[src/rtl/uart_rx.sv]
// 8N1 UART receiver: oversampled start/data/stop decode into a one-byte valid/ready holding register.
// Define UART_RX_SYNC_EN to put rx_pin through a 2-flop synchronizer (needed for asynchronous sources).
module uart_rx #(
  parameter int CLKS_PER_BIT = 16,
  parameter int DATA_BITS    = 8
) (
  input  logic                 clk,
  input  logic                 reset,
  input  logic                 rx_pin,
  output logic [DATA_BITS-1:0] rx_data,
  output logic                 rx_valid,
  input  logic                 rx_ready,
  output logic                 frame_err,
  output logic                 overrun
);

  localparam int CW = $clog2(CLKS_PER_BIT);
  localparam logic [CW-1:0] HALF_M1 = CW'(CLKS_PER_BIT / 2 - 1);
  localparam logic [CW-1:0] FULL_M1 = CW'(CLKS_PER_BIT - 1);
  localparam logic [2:0]    LAST_IDX = 3'(DATA_BITS - 1);

  typedef enum logic [2:0] {
    WAIT_IDLE,
    IDLE,
    START,
    DATA,
    STOP
  } state_t;

  logic rx_s;

`ifdef UART_RX_SYNC_EN
  // Both stages reset to the idle level so reset release never looks like a start edge.
  logic [1:0] sync_q, sync_d;

  always_comb begin
    sync_d = {sync_q[0], rx_pin};
  end

  always_ff @(posedge clk) begin
    if (reset) sync_q <= 2'b11;
    else       sync_q <= sync_d;
  end

  assign rx_s = sync_q[1];
`else
  assign rx_s = rx_pin;
`endif

  state_t                 state_q, state_d;
  logic [CW-1:0]          cnt_q, cnt_d;
  logic [2:0]             idx_q, idx_d;
  logic [DATA_BITS-1:0]   shift_q, shift_d;
  logic [DATA_BITS-1:0]   data_q, data_d;
  logic                   valid_q, valid_d;
  logic                   ferr_q, ferr_d;
  logic                   ovr_q, ovr_d;
  logic                   deliver;
  logic                   accept;

  assign accept = valid_q && rx_ready;

  always_comb begin
    state_d = state_q;
    cnt_d   = cnt_q;
    idx_d   = idx_q;
    shift_d = shift_q;
    deliver = 1'b0;
    ferr_d  = 1'b0;
    case (state_q)
      WAIT_IDLE: if (rx_s) state_d = IDLE;
      IDLE: begin
        if (!rx_s) begin
          state_d = START;
          cnt_d   = '0;
        end
      end
      START: begin
        cnt_d = cnt_q + CW'(1);
        // Mid start bit: a line already back high was a glitch.
        if (cnt_q == HALF_M1) begin
          if (!rx_s) begin
            state_d = DATA;
            cnt_d   = '0;
            idx_d   = '0;
          end else begin
            state_d = IDLE;
          end
        end
      end
      DATA: begin
        cnt_d = cnt_q + CW'(1);
        if (cnt_q == FULL_M1) begin
          shift_d[idx_q] = rx_s;
          cnt_d          = '0;
          if (idx_q == LAST_IDX) state_d = STOP;
          else                   idx_d   = idx_q + 3'd1;
        end
      end
      STOP: begin
        cnt_d = cnt_q + CW'(1);
        // Leaving at mid stop bit lets a back-to-back start edge be caught.
        if (cnt_q == FULL_M1) begin
          cnt_d = '0;
          if (rx_s) begin
            deliver = 1'b1;
            state_d = IDLE;
          end else begin
            ferr_d  = 1'b1;
            state_d = WAIT_IDLE;
          end
        end
      end
      default: state_d = WAIT_IDLE;
    endcase
  end

  always_comb begin
    data_d  = data_q;
    valid_d = valid_q;
    ovr_d   = 1'b0;
    if (deliver && (!valid_q || accept)) begin
      data_d  = shift_q;
      valid_d = 1'b1;
    end else if (deliver) begin
      ovr_d = 1'b1;
    end else if (accept) begin
      valid_d = 1'b0;
    end
  end

  always_ff @(posedge clk) begin
    if (reset) begin
      state_q <= WAIT_IDLE;
      cnt_q   <= '0;
      idx_q   <= '0;
      shift_q <= '0;
      data_q  <= '0;
      valid_q <= 1'b0;
      ferr_q  <= 1'b0;
      ovr_q   <= 1'b0;
    end else begin
      state_q <= state_d;
      cnt_q   <= cnt_d;
      idx_q   <= idx_d;
      shift_q <= shift_d;
      data_q  <= data_d;
      valid_q <= valid_d;
      ferr_q  <= ferr_d;
      ovr_q   <= ovr_d;
    end
  end

  assign rx_data   = data_q;
  assign rx_valid  = valid_q;
  assign frame_err = ferr_q;
  assign overrun   = ovr_q;

endmodule

[config.mk]
export PLATFORM = sky130hd
export DESIGN_NAME = uart_rx
export DESIGN_NICKNAME = d
export VERILOG_FILES = /design/src/rtl/uart_rx.sv
export SDC_FILE = /design/constraint.sdc
export NUM_CORES = 1
export LEC_CHECK = 0
export CORE_MARGIN = 2
export CORE_UTILIZATION = 55
export CTS_CLUSTER_SIZE = 28
export DETAILED_ROUTE_END_ITERATION = 16
export PLACE_DENSITY = 0.76
export SETUP_SLACK_MARGIN = 0.3
export SYNTH_ARGS = -nofsm -noshare
export SYNTH_HDL_FRONTEND = slang
export SYNTH_SLANG_ARGS = --single-unit
[constraint.sdc]
create_clock -name clk -period 2 [get_ports clk]
set_clock_uncertainty 0.05 [all_clocks]
set_input_delay 0.3 -clock clk [delete_from_list [all_inputs] [get_ports clk]]
set_output_delay 0.3 -clock clk [all_outputs]
set_load 0.01 [all_outputs]
Word-level counts from Yosys, hierarchy flattened
Index checks and enable logic that the tools add are counted.
{"block": "totals", "register_bits": 29, "inputBits": 4, "word_cells": 77, "output_inout_bits": 11}
{"block": "op_classes", "eq_ne": 16, "order_cmp": 2, "addsub": 2, "bitwise_logic": 2, "mux": 30, "reduce_logical": 17}
{"op": "$mux 3", "count": 10}
{"op": "$mux 4", "count": 4}
{"op": "$ne 2x2->1 const B", "count": 8}
{"op": "$pmux 3 s5", "count": 1}
{"op": "$pmux 4 s3", "count": 1}
{"op": "$mux 1", "count": 10}
{"op": "$bwmux 8", "count": 1}
{"op": "$eq 3x2->1 const B", "count": 2}
{"op": "$eq 3x3->1 const B", "count": 2}
{"op": "$pmux 3 s2", "count": 1}
{"op": "$reduce_and 2->1", "count": 3}
{"op": "$reduce_and 6->1", "count": 1}
{"op": "$reduce_and 5->1", "count": 1}
{"op": "$add 4x1->4 const B", "count": 1}
{"op": "$eq 4x3->1 const B", "count": 1}
{"op": "$eq 4x4->1 const B", "count": 1}
{"op": "$lt 3x4->1 const B", "count": 1}
{"op": "$reduce_bool 2->1", "count": 2}
{"op": "$reduce_or 2->1", "count": 2}
{"op": "$add 3x1->3 const B", "count": 1}
{"op": "$demux 1 s3", "count": 1}
{"op": "$eq 3x1->1 const B", "count": 1}
{"op": "$ge 3x1->1 const B", "count": 1}
{"op": "$logic_and 1x1->1", "count": 3}
{"op": "8 further kinds", "count": 9}

Longest topological paths before layout
{"block": "logic_depth", "depth_word": 6, "mapped_depth": 7, "mapped_depth_nobuf": 7}

Worst setup path before layout
Ideal clock, no wire load.
{"block": "synth_path", "path_type": "reg-to-reg", "start": "reg state_q[1]", "end": "reg cnt_q[3]", "synth_period_minus_slack_ns": 1.735, "path_buffers": 0, "stages_incl_launch_ff": 6, "t_arrival_ns": 1.611, "setup_ns": 0.074, "slack_ns": 0.265, "required_time_ns": 1.876, "path_cell_list": "dfxtp_1 -> nor2b_1 -> mux2_1 -> a21oi_2 -> or4b_1 -> a31oi_1"}
{"block": "synth_between", "elab_chain_len": 4, "word_cells_on_any_way": 9, "cone_classes": "eq/ne (5); mux (1); reduce/logical (3)"}
{"item": "start: declaration", "line": "50", "text": "state_t state_q, state_d;"}
{"item": "start signal: assignment", "line": "143", "text": "state_q <= state_d;"}
{"item": "$eq 3x3->1 or $eq 3x2->1 (tied branches)", "line": "70", "text": "case (state_q)"}
{"item": "$reduce_or 2->1 (no source line)"}
{"item": "$reduce_bool 3->1 (no source line)"}
{"item": "$reduce_and 2->1 (no source line)"}
{"item": "end signal: assignment", "line": "144", "text": "cnt_q <= cnt_d;"}
{"item": "end: declaration", "line": "51", "text": "logic [CW-1:0] cnt_q, cnt_d;"}
Parallel ways exist; a longest one is shown, timed or not.
A chain may end at the register's enable or synchronous reset.

Worst setup path in the final report
Same ends and word-level chain as after synthesis.

==> results by group <==
Layout
  – Fraction of layout cells with a size suffix above 1: 24.6%
  – Area delta synth->final: 28.0%
  – Area of the multi-input gates: 872 sq um
  – Reg area: 598 sq um
  – Filler cells: 185
  – # diodes: 0
  – Most common cell after layout, fill and taps aside: nor2_1
  – Final Util: 74.8%
  – Commonest cells after routing, fill and taps aside: nor2_1, dfxtp_1, mux2i_1, buf_4, clkdlybuf4s50_1
  – Nets: 201
  – Final instance area: 0.00185 sq mm

Drt
  – Routed wire per std cell: 15.5 um
  – Max Used Layer: met4
  – Routed wl met2: 1730 um
  – Vias per Instance: 5.84
  – DRC: 0
  – Via count: 1313
  – Met1 wire length: 1490 um
  – Post-Route WL: 3490 um
  – Initial DRC count: 35
  – First-pass DRT Iterations: 4
  – Routed Antenna Nets: 0
  – Routed length on met3: 169 um

Yosys
  – Post-synthesis area per instance: 8.57 sq um
  – Syn nets: 176
  – Top cells by area, synth: dfxtp_1, mux2i_1, nor2_1
  – Sequential cell area fraction in the yosys report: 40.1%
  – Top cell type's share of synthesized area: 40.1%
  – YS warnings: 0
  – Mapped Area: 0.00145 sq mm
  – Largest area contributor in the netlist: dfxtp_1
  – Yosys cell types: 40
  – Seq cells post-synth: 29
  – Cells after Synth: 169

Floorplan
  – Total core area: 0.00248 sq mm
  – Starting density of the core: 58.4%
  – Die Ht: 55.3 um
  – Die footprint: 0.00306 sq mm
  – Die Wd: 55.3 um
  – FP Rows: 18
  – Boundary Pins: 15

STA
  – Final min period: 1740 ps
  – Fmax: 575 MHz
  – Tcrit/Tclk final: 87.0%
  – Final setup violation count: 0
  – Tightest Pin Transition: 360 ps
  – Final worst setup slack: 260 ps
  – Relative slew slack: 75.4%
  – RSZ-0062 raised after global routing: yes
  – Final Hold Violating Endpoints: 0
  – Final Max Tran Viols: 0

GRT
  – Antenna violations before repair: 0
  – Largest net degree at the start of global routing: 13
  – Global-route wire length before repair: 5400 um
  – Remaining global-route overflow: 0
  – Total track usage: 22.3%
  – Vias in the first global route: 1249

Clock network
  – CTS root buffer: clkbuf_4
  – Longest Clk Path Bufs: 2
  – Num CTS Buffers: 5
  – Cts hold-fix bufs: 0
  – CTS tree: done
  – CTS Sinks: 29
  – H-Tree Depth: 2
  – Clock slew at reported path FFs: 100 ps
  – Clock Latency Late Sink: 330 ps

Critical path
  – WP data arrival: 1950 ps
  – Crit-path slowest cell: or4b_4
  – Startpoint types: flop
  – CP peak stage delay: 470 ps
  – Crit path buf inv count: 0
  – Delay-heaviest family, CP: simple AND/OR/NAND/NOR gates
  – Crit-path max FO: 4
  – Critical path class: reg -> reg
  – Crit path capture type: flop
  – WP data required: 2210 ps
  – Crit path cell chain: nor2b_2, mux2_2, a21oi_2, or4b_4, a31oi_1

Power and ir drop
  – Leakage: 0.751 nW
  – PD cells: 796 mW/mm^2
  – Peak VDD IR: 0.000757 V

Placement
  – IO Port Bufs: 14
  – RD Place Congestion: 0.818
  – Dpl cell area: 0.00165 sq mm
  – Hpwl dp: 2210 um
  – Pre-CTS setup slack: -68.7 ps

Job
  – Max-Cap Viols: 0

Status
  – Status: complete, no violations

Min path
  – Worst hold path type: reg -> reg
final timing paths:
check             start          to  slack [ps]  cells past startpoint
max          state_q[1]    cnt_q[3]         260                      5
min          shift_q[2]  shift_q[2]         410                      2
min reg2reg  shift_q[2]  shift_q[2]         410                      2
max reg2reg  state_q[1]    cnt_q[3]         260                      5
final cells by class:
class | count | area share, %
sequential | 29 | 32.3
tap | 30 | 2.03
clock inverter | 1 | 0.270
multi-input combinational | 124 | 47.1
inverter | 4 | 0.810
clock buffer | 7 | 3.51
timing repair buffer | 30 | 14.0
per-layer routing:
layer | global-route usage, % | vias up
li1 | - | 637
met1 | 25.5 | 621
met2 | 37.2 | 42
met3 | 6.09 | 13
met4 | 12.5 | 0
met5 | 0 | -
sequential cells by signal, summed over array words and instances (netlist names):
signal	cells
rx_data	8
shift_q	8
cnt_q	4
idx_q	3
state_q	3
frame_err	1
overrun	1
rx_valid	1
tightest hold or removal path, cell delays in order (launching register included):
cell,delay [ps]
dfxtp_1,320
nand2_1,50
a21oi_1,60
cells in the mapped netlist, drive strengths merged:
master,n
a21oi,9
nor3b,3
ha,3
nand2,9
nor3,2
buf,4
nor4,1
clkbuf,8
nand3b,4
or3,5
nor2,26
o41ai,1
nor2b,6
a2bb2oi,1
o211a,1
dfxtp,29
nand4,1
a2111oi,1
inv,4
a31oi,1
o221ai,1
a21o,1
nand2b,4
o31ai,2
nand3,8
and2b,1
mux2,1
and3b,1
mux2i,18
or2,1
and3,3
o22ai,1
or4b,1
o21ai,6
a211oi,1
per-stage QoR:
stage / setup TNS (ps) / cells / hold WS (ps) / power [mW]
global route: 0 / 225 / 435 / 1.54
global placement: 0 / 209 / 393 / 0.940
detailed placement: -68.7 / 209 / 403 / 0.959
floorplan: 0 / 169 / 386 / 0.878
finish: 0 / 225 / 415 / 1.48
CTS: 0 / 220 / 416 / 1.42
cells by family after synthesis:
family                   Yosys count  synth area share, %
AND/OR/NAND/NOR                   76                 28.0
flip-flops                        29                 40.1
AO/OA/AOI/OAI                     26                 11.5
multiplexers                      19                 13.2
buffers and inverters             16                 4.58
adder cells (fa/ha/maj)            3                 2.59
repair_timing:
action / CTS / global route
gates resized for setup: 12 / 12
endpoints found under the setup margin: 15 / 14
pin swaps: 1 / 5
setup buffers: 3 / 5
where the power goes:
group | switching [mW] | internal [mW] | total [mW]
Combinational | 0.208 | 0.196 | 0.404
Clock | 0.206 | 0.204 | 0.410
Sequential | 0.0464 | 0.616 | 0.662
No activity file was read; power rests on OpenSTA's default activity.
